[config.mk]
export PLATFORM = sky130hd
export DESIGN_NAME = axis_rr_arbiter
export DESIGN_NICKNAME = d
export VERILOG_FILES = /design/src/rtl/axis_rr_arbiter.sv
export SDC_FILE = /design/constraint.sdc
export NUM_CORES = 1
export LEC_CHECK = 0
export BUFFER_PORTS_ARGS = -buffer_cell sky130_fd_sc_hd__buf_2
export CORE_MARGIN = 2
export CORE_UTILIZATION = 35
export DETAILED_ROUTE_END_ITERATION = 8
export HOLD_SLACK_MARGIN = 0.08
export PLACE_DENSITY_LB_ADDON = 0.25
export SYNTH_ARGS = -nofsm -noshare
export SYNTH_HDL_FRONTEND = slang
export SYNTH_SLANG_ARGS = --single-unit
[constraint.sdc]
create_clock -name axi_aclk -period 1.9 [get_ports axi_aclk]
set_clock_uncertainty 0.2 [all_clocks]
set_input_delay 0.38 -clock axi_aclk [delete_from_list [all_inputs] [get_ports axi_aclk]]
set_output_delay 0.38 -clock axi_aclk [all_outputs]
set_load 0.03 [all_outputs]
[src/rtl/axis_rr_arbiter.sv]
// axis_rr_arbiter: packet-granular round-robin mux of N_SRC AXI-Stream sources onto one registered output.
module axis_rr_arbiter #(
  parameter int N_SRC  = 3,
  parameter int DATA_W = 32,
  parameter int ID_W   = 2
) (
  input  logic                      axi_aclk,
  input  logic                      axi_areset,
  input  logic [N_SRC-1:0]          src_en,
  input  logic [N_SRC-1:0]          s_tvalid,
  input  logic [N_SRC*DATA_W-1:0]   s_tdata,
  input  logic [N_SRC*DATA_W/8-1:0] s_tstrb,
  input  logic [N_SRC*DATA_W/8-1:0] s_tkeep,
  input  logic [N_SRC-1:0]          s_tlast,
  input  logic [N_SRC*2-1:0]        s_tuser,
  output logic [N_SRC-1:0]          s_tready,
  output logic                      m_tvalid,
  output logic [DATA_W-1:0]         m_tdata,
  output logic [DATA_W/8-1:0]       m_tstrb,
  output logic [DATA_W/8-1:0]       m_tkeep,
  output logic                      m_tlast,
  output logic [1:0]                m_tuser,
  output logic [ID_W-1:0]           m_tid,
  input  logic                      m_tready,
  output logic [ID_W-1:0]           grant_id,
  output logic                      busy
);
  localparam int SW = DATA_W / 8;
  typedef enum logic {IDLE, XFER} state_t;
  state_t          state;
  logic [ID_W-1:0] rr_ptr, win;
  logic            found, ready, accept;
  int              idx;
  // first enabled requester at or after rr_ptr, wrapping modulo N_SRC
  always_comb begin
    found = 1'b0;
    win   = '0;
    idx   = 0;
    for (int k = 0; k < N_SRC; k++) begin
      idx = int'(rr_ptr) + k;
      idx = idx >= N_SRC ? idx - N_SRC : idx;
      if (!found && s_tvalid[idx] && src_en[idx]) begin
        found = 1'b1;
        win   = ID_W'(idx);
      end
    end
  end
  assign busy     = state == XFER;
  assign ready    = busy & (~m_tvalid | m_tready);
  assign accept   = ready & s_tvalid[grant_id];
  assign s_tready = ready ? N_SRC'(1) << grant_id : '0;
  always_ff @(posedge axi_aclk or posedge axi_areset) begin
    if (axi_areset) begin
      state    <= IDLE;
      rr_ptr   <= '0;
      grant_id <= '0;
      m_tvalid <= 1'b0;
      m_tdata  <= '0;
      m_tstrb  <= '0;
      m_tkeep  <= '0;
      m_tlast  <= 1'b0;
      m_tuser  <= '0;
      m_tid    <= '0;
    end else begin
      if (m_tready) m_tvalid <= 1'b0;
      if (state == IDLE && found) begin
        grant_id <= win;
        state    <= XFER;
      end
      if (accept) begin
        m_tvalid <= 1'b1;
        m_tdata  <= s_tdata[int'(grant_id)*DATA_W +: DATA_W];
        m_tstrb  <= s_tstrb[int'(grant_id)*SW +: SW];
        m_tkeep  <= s_tkeep[int'(grant_id)*SW +: SW];
        m_tlast  <= s_tlast[grant_id];
        m_tuser  <= s_tuser[int'(grant_id)*2 +: 2];
        m_tid    <= grant_id;
        if (s_tlast[grant_id]) begin
          state  <= IDLE;
          rr_ptr <= int'(grant_id) == N_SRC - 1 ? '0 : grant_id + 1'b1;
        end
      end
    end
  end
endmodule
== After elaboration in Yosys (flattened, before gate mapping) ==
Cells that the tools add are included.
Cells by class
  add/subtract/negate cells: 6
  $lt $le $gt $ge: 7
  equality and inequality tests: 1
  shift operators: 5
  mux-type cells: 38
  bitwise operators: 5
  reductions and logical operators: 10
Operator list (number)
  32-bit by 4-bit less-than comparator with 1-bit output, second input constant: 3
  32-bit two-way mux: 3
  96-bit by 8-bit variable part select with 32-bit output: 1
  12-bit by 5-bit variable part select with 4-bit output: 2
  1-bit two-way mux: 22
  1-bit binary-select mux with 2-bit select: 8
  2-bit two-way mux: 4
  3-bit by 2-bit subtractor with 4-bit output, second input constant: 2
  3-bit by 2-bit greater-or-equal comparator with 1-bit output, second input constant: 2
  1-bit logical AND: 6
  6-bit by 4-bit variable part select with 2-bit output: 1
  2-bit by 1-bit adder with 3-bit output, second input constant: 1
  2-bit by 2-bit adder with 3-bit output, second input constant: 1
  2-bit by 3-bit less-than comparator with 1-bit output, second input constant: 1
  3-bit two-way mux: 1
  1-bit by 2-bit << shifter with 3-bit output, first input constant: 1
  2-bit by 2-bit subtractor with 3-bit output, second input constant: 1
  2-bit by 1-bit adder with 2-bit output, second input constant: 1
  1-bit AND: 2
  2-bit == test, second input constant: 1
  2-bit greater-or-equal comparator, second input constant: 1
  1-bit zero test: 2
  1-bit NOT: 2
  2-bit AND reduction: 1
  2 further kinds: 2
Storage, ports and cells
  bits in registers: 51
  input bits: 138

== Logic depth before layout (Yosys ltp) ==
Gate-level depths: netlist (run 1).
  word-level depth: 19
  gate-level depth with buffers: 8
  depth with buffers taken out: 7

== Worst setup path after synthesis (run 1) ==
No wires, ideal clock.
  path type: flip-flop to output port
  start point: register grant_id[0]
  end point: output s_tready[1]
  arrival: 1.954 ns
  data required time: 1.320 ns
  slack: -0.634 ns
  cell stages (with the launch flop): 5
  buffers on the path: 2
  cells stage by stage: dfrtp_1 clkbuf_1 clkbuf_1 inv_1 nor3_1
On the way
  longest elaborated chain between the ends: 2
Ends and longest elaborated chain
  start: declaration: line 25  | output logic [ID_W-1:0] grant_id,
  start signal: assignment: line 67  | grant_id <= win;
  1-bit by 2-bit << shifter with 3-bit output: line 51  | assign s_tready = ready ? N_SRC'(1) << grant_id : '0;
  3-bit two-way mux: line 51
  end: declaration: line 16  | output logic [N_SRC-1:0] s_tready,
Every way passes these cells.

== Final worst setup path (run 1) ==
  start point: register grant_id[1]
  end point: register rr_ptr[1]
On the way
  longest elaborated chain between the ends: 4
  elaborated cells on any way between the ends: 9
  those cells by class: add/sub (1); eq/ne (1); mux (5); bitwise (1); reduce/logical (1)
Ends and longest elaborated chain
  1-bit binary-select mux with 2-bit select: line 50  | assign accept = ready & s_tvalid[grant_id];
  1-bit two-way mux (not written as such): line 50
  1-bit AND: line 50
  2-bit AND reduction (no source line)
  end signal: assignment: line 80  | rr_ptr <= int'(grant_id) == N_SRC - 1 ? '0 : grant_id + 1'b1;
  end: declaration: line 31  | logic [ID_W-1:0] rr_ptr, win;
Several ways; a longest one is shown, not always the timed one. The select of a mux whose other input is x is not followed.
A chain may end at the register's enable or synchronous reset.

==> flow_summary.toml, run 1 <==
[status]
outcome = "complete, but fails checks"
violations = "negative setup slack"

[critical_path]
crit_path_end_kind = "flip-flop"
crit_buf_inv = 1
crit_path_start_kind = "flip-flop"
required_ns = 1.89
arrival_ns = 1.93
crit_fanout = 4
crit_chain = "buf_6 > mux2i_2 > o2bb2ai_2 > nand3_4 > or2_4 > mux2_4"
cp_top_family = "flip-flops"
cp_slowest_cell = "dfrtp_2"
slowest_delay_ns = 0.45
critPathKind = "reg2reg"

[clock_network]
clock_sinks = 51
cts_tree = "done"
cts_buffers = 5
clk_latency_ns = 0.29
cts_buffer_depth = 2
clockRootBuffer = "clkbuf_8"
clkSlewWorstSetupHoldPaths_ns = 0.09
cts_htree_levels = 2

[logic_synthesis]
synth_top_area_share_pct = 43.7
synthDistinctLibCells = 33
synthTopCellsByArea = "dfrtp_1 (44%), mux2i_1 (15%), a21oi_1 (8.1%)"
synth-seq-cells = 51
yosysMostFrequentCell = "dfrtp_1"
synth-edff-count = 0
syn_area_um2 = 2920
synth_cells = 341
avgSynthCellArea_um2 = 8.56
ys.flop_type = "dfrtp_1"
synthesis.nets = 482
seq_area_frac_synth_pct = 43.7
synthArstFlopShare_pct = 100
ys_top_cells_by_count = "dfrtp_1 (51), nand2_1 (48), a21oi_1 (47)"
synth_top_area_cell = "dfrtp_1"
yosysWarnings = 0

[power_and_ir_drop]
peakVddDrop_v = 0.000637
p_leak_nw = 2.31
total_power_mw = 7.14
p_per_area_nw_per_um2 = 1640

[layout]
layout.nets = 676
stdcell_count = 641
antenna_cells = 0
final_util_pct = 53.4
drive_gt1_share_pct = 45.1
syn2layout_area_growth_pct = 48.8
final_area_um2 = 4350

[floorplanning]
design.core.area_um2 = 8130
io_pins = 190
initial_core_util_pct = 35.9
rows = 33
die-area_um2 = 9090
die_y_um = 95.3
fp.dieW_um = 95.3

[global_route]
grt_max_degree = 52
grt_pass1_vias = 2855
grt-ovfl-total = 0
grt_pass1_wl_um = 13000
antenna_found_initial = 0
grt_usage_pct = 18.1

[drt]
routed_wl_um = 8580
postRouteAntennaNets = 0
drtIter0Drc = 54
routedWlPerCell_um = 13.4
drc = 0
dr.pass1.iters = 4
drt-vias-per-instance = 4.80
vias = 3077

[sta]
max_freq_mhz = 516
fin_crit_ns = 1.94
min_period_over_period_pct = 102
hold_viol_final = 0
setup_slack_ns = -0.0382
rsz0062_at_grt = "true"
slew_viol_final = 0
hold-worst-slack_ns = 0.159
finalSetupViolCount = 4
worst_slew_pin_slew_ns = 0.275
slew_headroom_pct = 81.4

[placed_design]
hpwl_um = 6670
dpl_cell_area_um2 = 4110
gp_congestion = 0.909
io_buffers = 189
place_inst = 626

[hold_path]
min_path_type = "in2reg"

[run]
cap_violations = 0
worst reg2reg max path: stages (launching register included):
cell and delay [ns]:
dfrtp_2 0.45, buf_6 0.15, mux2i_2 0.15, o2bb2ai_2 0.18, nand3_4 0.12, or2_4 0.29, mux2_4 0.30
final timing paths:
kind	slack, ns	start	cells after the start	end
setup / recovery	-0.04	grant_id[1]$_DFFE_PP0P_	6	rr_ptr[1]$_DFFE_PP0P_
hold / removal	0.16	s_tdata[60]	3	m_tdata[28]$_DFFE_PP0P_
setup reg to reg	-0.04	grant_id[1]$_DFFE_PP0P_	6	rr_ptr[1]$_DFFE_PP0P_
hold reg to reg	0.28	m_tkeep[1]$_DFFE_PP0P_	2	m_tkeep[1]$_DFFE_PP0P_
max in group asynchronous	0.77	axi_areset	4	grant_id[0]$_DFFE_PP0P_
min in group asynchronous	0.46	axi_areset	4	m_tkeep[1]$_DFFE_PP0P_
repair_timing:
action / in CTS / in global routing
endpoints found under the hold margin: 51 / 0
setup buffers: 4 / 2
hold buffers: 1 / 0
setup endpoints to repair: 7 / 10
gates resized for setup: 15 / 21
pin swaps: 5 / 8
area by class of cell:
cell class              instances  area, µm²
fillers                       790       3790
multi-input cells             260       1630
flip-flops and latches         51       1280
repair buffers                212       1210
well taps                     105        131
clock buffers                   7       76.3
inverters                       5       18.8
clock inverters                 1       5.00
layout by cell type, fill, tap and decap left out, types with 2 or more instances in the layout:
master    netlist  final
a21oi_1        47     44
a21oi_2         0      2
buf_12          0      4
buf_2           3    185
buf_4           3     15
buf_6           0      5
clkbuf_1       18      2
clkbuf_8        0      5
dfrtp_1        51     49
dfrtp_2         0      2
ha_2            0      2
inv_1           5      3
inv_2           0      2
mux2i_1        44     43
nand2_1        48     46
nand3_1         3      3
nand3b_1        3      3
nand4b_1        2      2
nor2_1         44     44
nor2b_1         3      2
nor3_4          0      2
o21ai_0        44     36
o21ai_1         0      8
registers in the layout, summed over array words and instances (netlist names):
name / flops
rr_ptr: 2
m_tstrb: 4
busy: 1
m_tvalid: 1
m_tlast: 1
grant_id: 2
m_tuser: 2
m_tid: 2
m_tdata: 32
m_tkeep: 4
per-layer routing:
metal,track usage [%],wire [µm],vias up
met5,0,0,-
met4,6.28,188,0
met3,4.03,646,16
met2,33.5,4340,125
met1,20.4,3400,1374
li1,-,-,1562
per-stage QoR:
step                      TNS [ns]  setup slack (ns)
after detailed placement   -0.0925           -0.0905
after CTS                  -0.0494           -0.0353
final                      -0.0749           -0.0382
after global placement           0            0.0240
after global routing        -0.494           -0.0872
after floorplan             -0.246           -0.0890
report_power, final:
| group | total [mW] | leakage (nW) | switching (mW) | internal (mW) |
|---|---|---|---|---|
| Sequential | 1.88 | 0.637 | 0.287 | 1.59 |
| Combinational | 4.66 | 1.63 | 2.88 | 1.78 |
| Clock | 0.593 | 0.0422 | 0.334 | 0.259 |
cell families after synthesis:
group	Yosys count	synth area share, %
AO/OA/AOI/OAI	100	18.3
adder cells (fa/ha/maj)	3	1.29
buffers and inverters	30	4.37
flip-flops	51	43.7
multiplexers	46	16.0
AND/OR/NAND/NOR	111	16.4
(Power assumes the default switching activity.)
==> run 2, diff against run 1 <==
- CORE_MARGIN: 2 -> 10
==> run 2 against run 1 <==
  * The run still ends with negative setup slack left
  * Flip-flop and latch count unchanged
  * Clock power increased by 30%
  * Global-route usage decreased by 1.4 points
  * Total power increased by 8.2%
  * Non-clock buffer count increased by 14
  * Via count increased by 3.2%
  * Maximum frequency decreased by 0.28%
  * Sequential share of layout area decreased by 1.3 points
  * Critical endpoint is now grant_id[1]$_DFFE_PP0P_
  * Largest power group unchanged
  * Highest routed layer unchanged
==> flow_summary.toml, run 2 (same netlist as run 1, synthesis figures left out) <==
[clock_network]
cts_htree_levels = 2
cts_buffer_depth = 2
clock_sinks = 51
clkSlewWorstSetupHoldPaths_ns = 0.10
cts_buffers = 5
clockRootBuffer = "clkbuf_8"
clk_latency_ns = 0.31
cts_tree = "done"

[critical_path]
required_ns = 1.95
critPathKind = "reg2reg"
arrival_ns = 1.99
crit_fanout = 4
crit_chain = "inv_2 > ha_4 > nand4b_1 > nand2_2 > or3_4 > o311ai_4 > o211a_1"
slowest_delay_ns = 0.46
crit_path_end_kind = "flip-flop"
crit_buf_inv = 1
cp_top_family = "simple AND/OR/NAND/NOR gates"
crit_path_start_kind = "flip-flop"
cp_slowest_cell = "dfrtp_2"

[power_and_ir_drop]
p_comb_share_pct = 65.6
p_seq_share_pct = 24.4
clkPwrFrac_pct = 9.9
p_sw_mw = 3.73
total_power_mw = 7.72
peakVddDrop_v = 0.000635
sw_frac_of_total_pct = 48.3
p_int_mw = 3.99
p_leak_nw = 2.40
p_per_area_nw_per_um2 = 1700

[floorplanning]
die-area_um2 = 12400
initial_core_util_pct = 35.7
rows = 33
die_y_um = 111
fp.dieW_um = 111
io_pins = 190
design.core.area_um2 = 8180

[global_route]
grt_max_degree = 39
grt_pass1_vias = 3411
antenna_found_initial = 0
grt_pass1_wl_um = 17400
grt_usage_pct = 16.8
grt-ovfl-total = 0

[placed_design]
dpl_cell_area_um2 = 4110
gp_congestion = 0.915
io_buffers = 189
hpwl_um = 8320

[drt]
dr.pass1.iters = 4
routedWlPerCell_um = 16.7
vias = 3174
drtIter0Drc = 106
routed_wl_um = 11000
drt-vias-per-instance = 4.84
drc = 0
postRouteAntennaNets = 0

[layout]
final_common_cell = "buf_2"
final_cell_mix = "buf_2 (186), dfrtp_1 (47), nand2_1 (46)"
reg_top3 = "m_tdata: 32 flops, m_tkeep: 4 flops, m_tstrb: 4 flops"
drive_gt1_share_pct = 48.4
final_area_um2 = 4550
syn2layout_area_growth_pct = 55.9
top_register = "m_tdata"
final_util_pct = 55.7
layout.nets = 690
largest_register_ffs = 32

[sta]
worst_slew_pin_slew_ns = 0.374
rsz0062_at_grt = "true"
min_period_over_period_pct = 102
hold_viol_final = 0
setup_slack_ns = -0.0436
slew_viol_final = 0
max_freq_mhz = 515
slew_headroom_pct = 75.0
hold-worst-slack_ns = 0.151
fin_crit_ns = 1.94
finalSetupViolCount = 4

[run]
cap_violations = 0

[status]
outcome = "complete, but fails checks"
violations = "negative setup slack"

[hold_path]
min_path_type = "in2reg"
## run 2: final cells by class
| class | instances | area [µm²] |
|---|---|---|
| timing repair buffer | 226 | 1340 |
| sequential | 51 | 1280 |
| inverter | 5 | 18.8 |
| clock buffer | 5 | 68.8 |
| multi-input combinational | 260 | 1670 |
| fill | 764 | 3620 |
| clock inverter | 3 | 43.8 |
| tap | 105 | 131 |
| antenna | 1 | 2.50 |
## run 2: worst paths after layout
| check | startpoint | end | slack (ns) | depth (start not counted) |
|---|---|---|---|---|
| worst max-delay path | rr_ptr[0]$_DFFE_PP0P_ | grant_id[1]$_DFFE_PP0P_ | -0.04 | 7 |
| worst min-delay path | s_tstrb[7] | m_tstrb[3]$_DFFE_PP0P_ | 0.15 | 3 |
| worst max register to register | rr_ptr[0]$_DFFE_PP0P_ | grant_id[1]$_DFFE_PP0P_ | -0.04 | 7 |
| worst min register to register | m_tdata[2]$_DFFE_PP0P_ | m_tdata[2]$_DFFE_PP0P_ | 0.28 | 2 |
| max in group asynchronous | axi_areset | m_tdata[23]$_DFFE_PP0P_ | 0.57 | 4 |
| min in group asynchronous | axi_areset | m_tkeep[1]$_DFFE_PP0P_ | 0.39 | 3 |
## run 2: metal layers
layer  routed length, µm  part of all wire, %  up-vias  GRT usage [%]
li1                    -                    -     1594              -
met4                  85                 0.77        0           3.00
met3                 763                  7.0        8           5.15
met1                4460                   41     1449           19.2
met2                5660                   52      123           30.3
met5                   0                    0        -              0
## run 2: what timing repair did
action	in CTS	in global routing
setup endpoints to repair	6	21
pin swaps	7	13
hold buffers	1	0
cloned	2	0
hold endpoints to repair	14	0
buffers inserted	8	8
gates resized for setup	13	28
## run 2: stage by stage
stage	instances	TNS (ns)	setup WS (ns)
final	656	-0.0985	-0.0436
after global routing	655	-0.437	-0.103
after global placement	628	0	0.0179
after detailed placement	628	-0.180	-0.118
after floorplan	341	-0.246	-0.0890
after CTS	647	-0.00425	-0.00425
## run 2: power groups by stage
stage          combinational, mW  sequential [mW]  clock, mW
5_1_grt                     5.53             1.96      0.829
3_5_place_dp                4.44             1.89          0
6_report                    5.07             1.89      0.768
2_1_floorplan               2.17             2.80          0
4_1_cts                     4.88             1.87      0.789
3_3_place_gp                4.34             1.87          0
## run 2: tightest hold or removal path: stages
cell,delay [ns]
buf_2,0.08
a21oi_1,0.05
o21ai_0,0.12
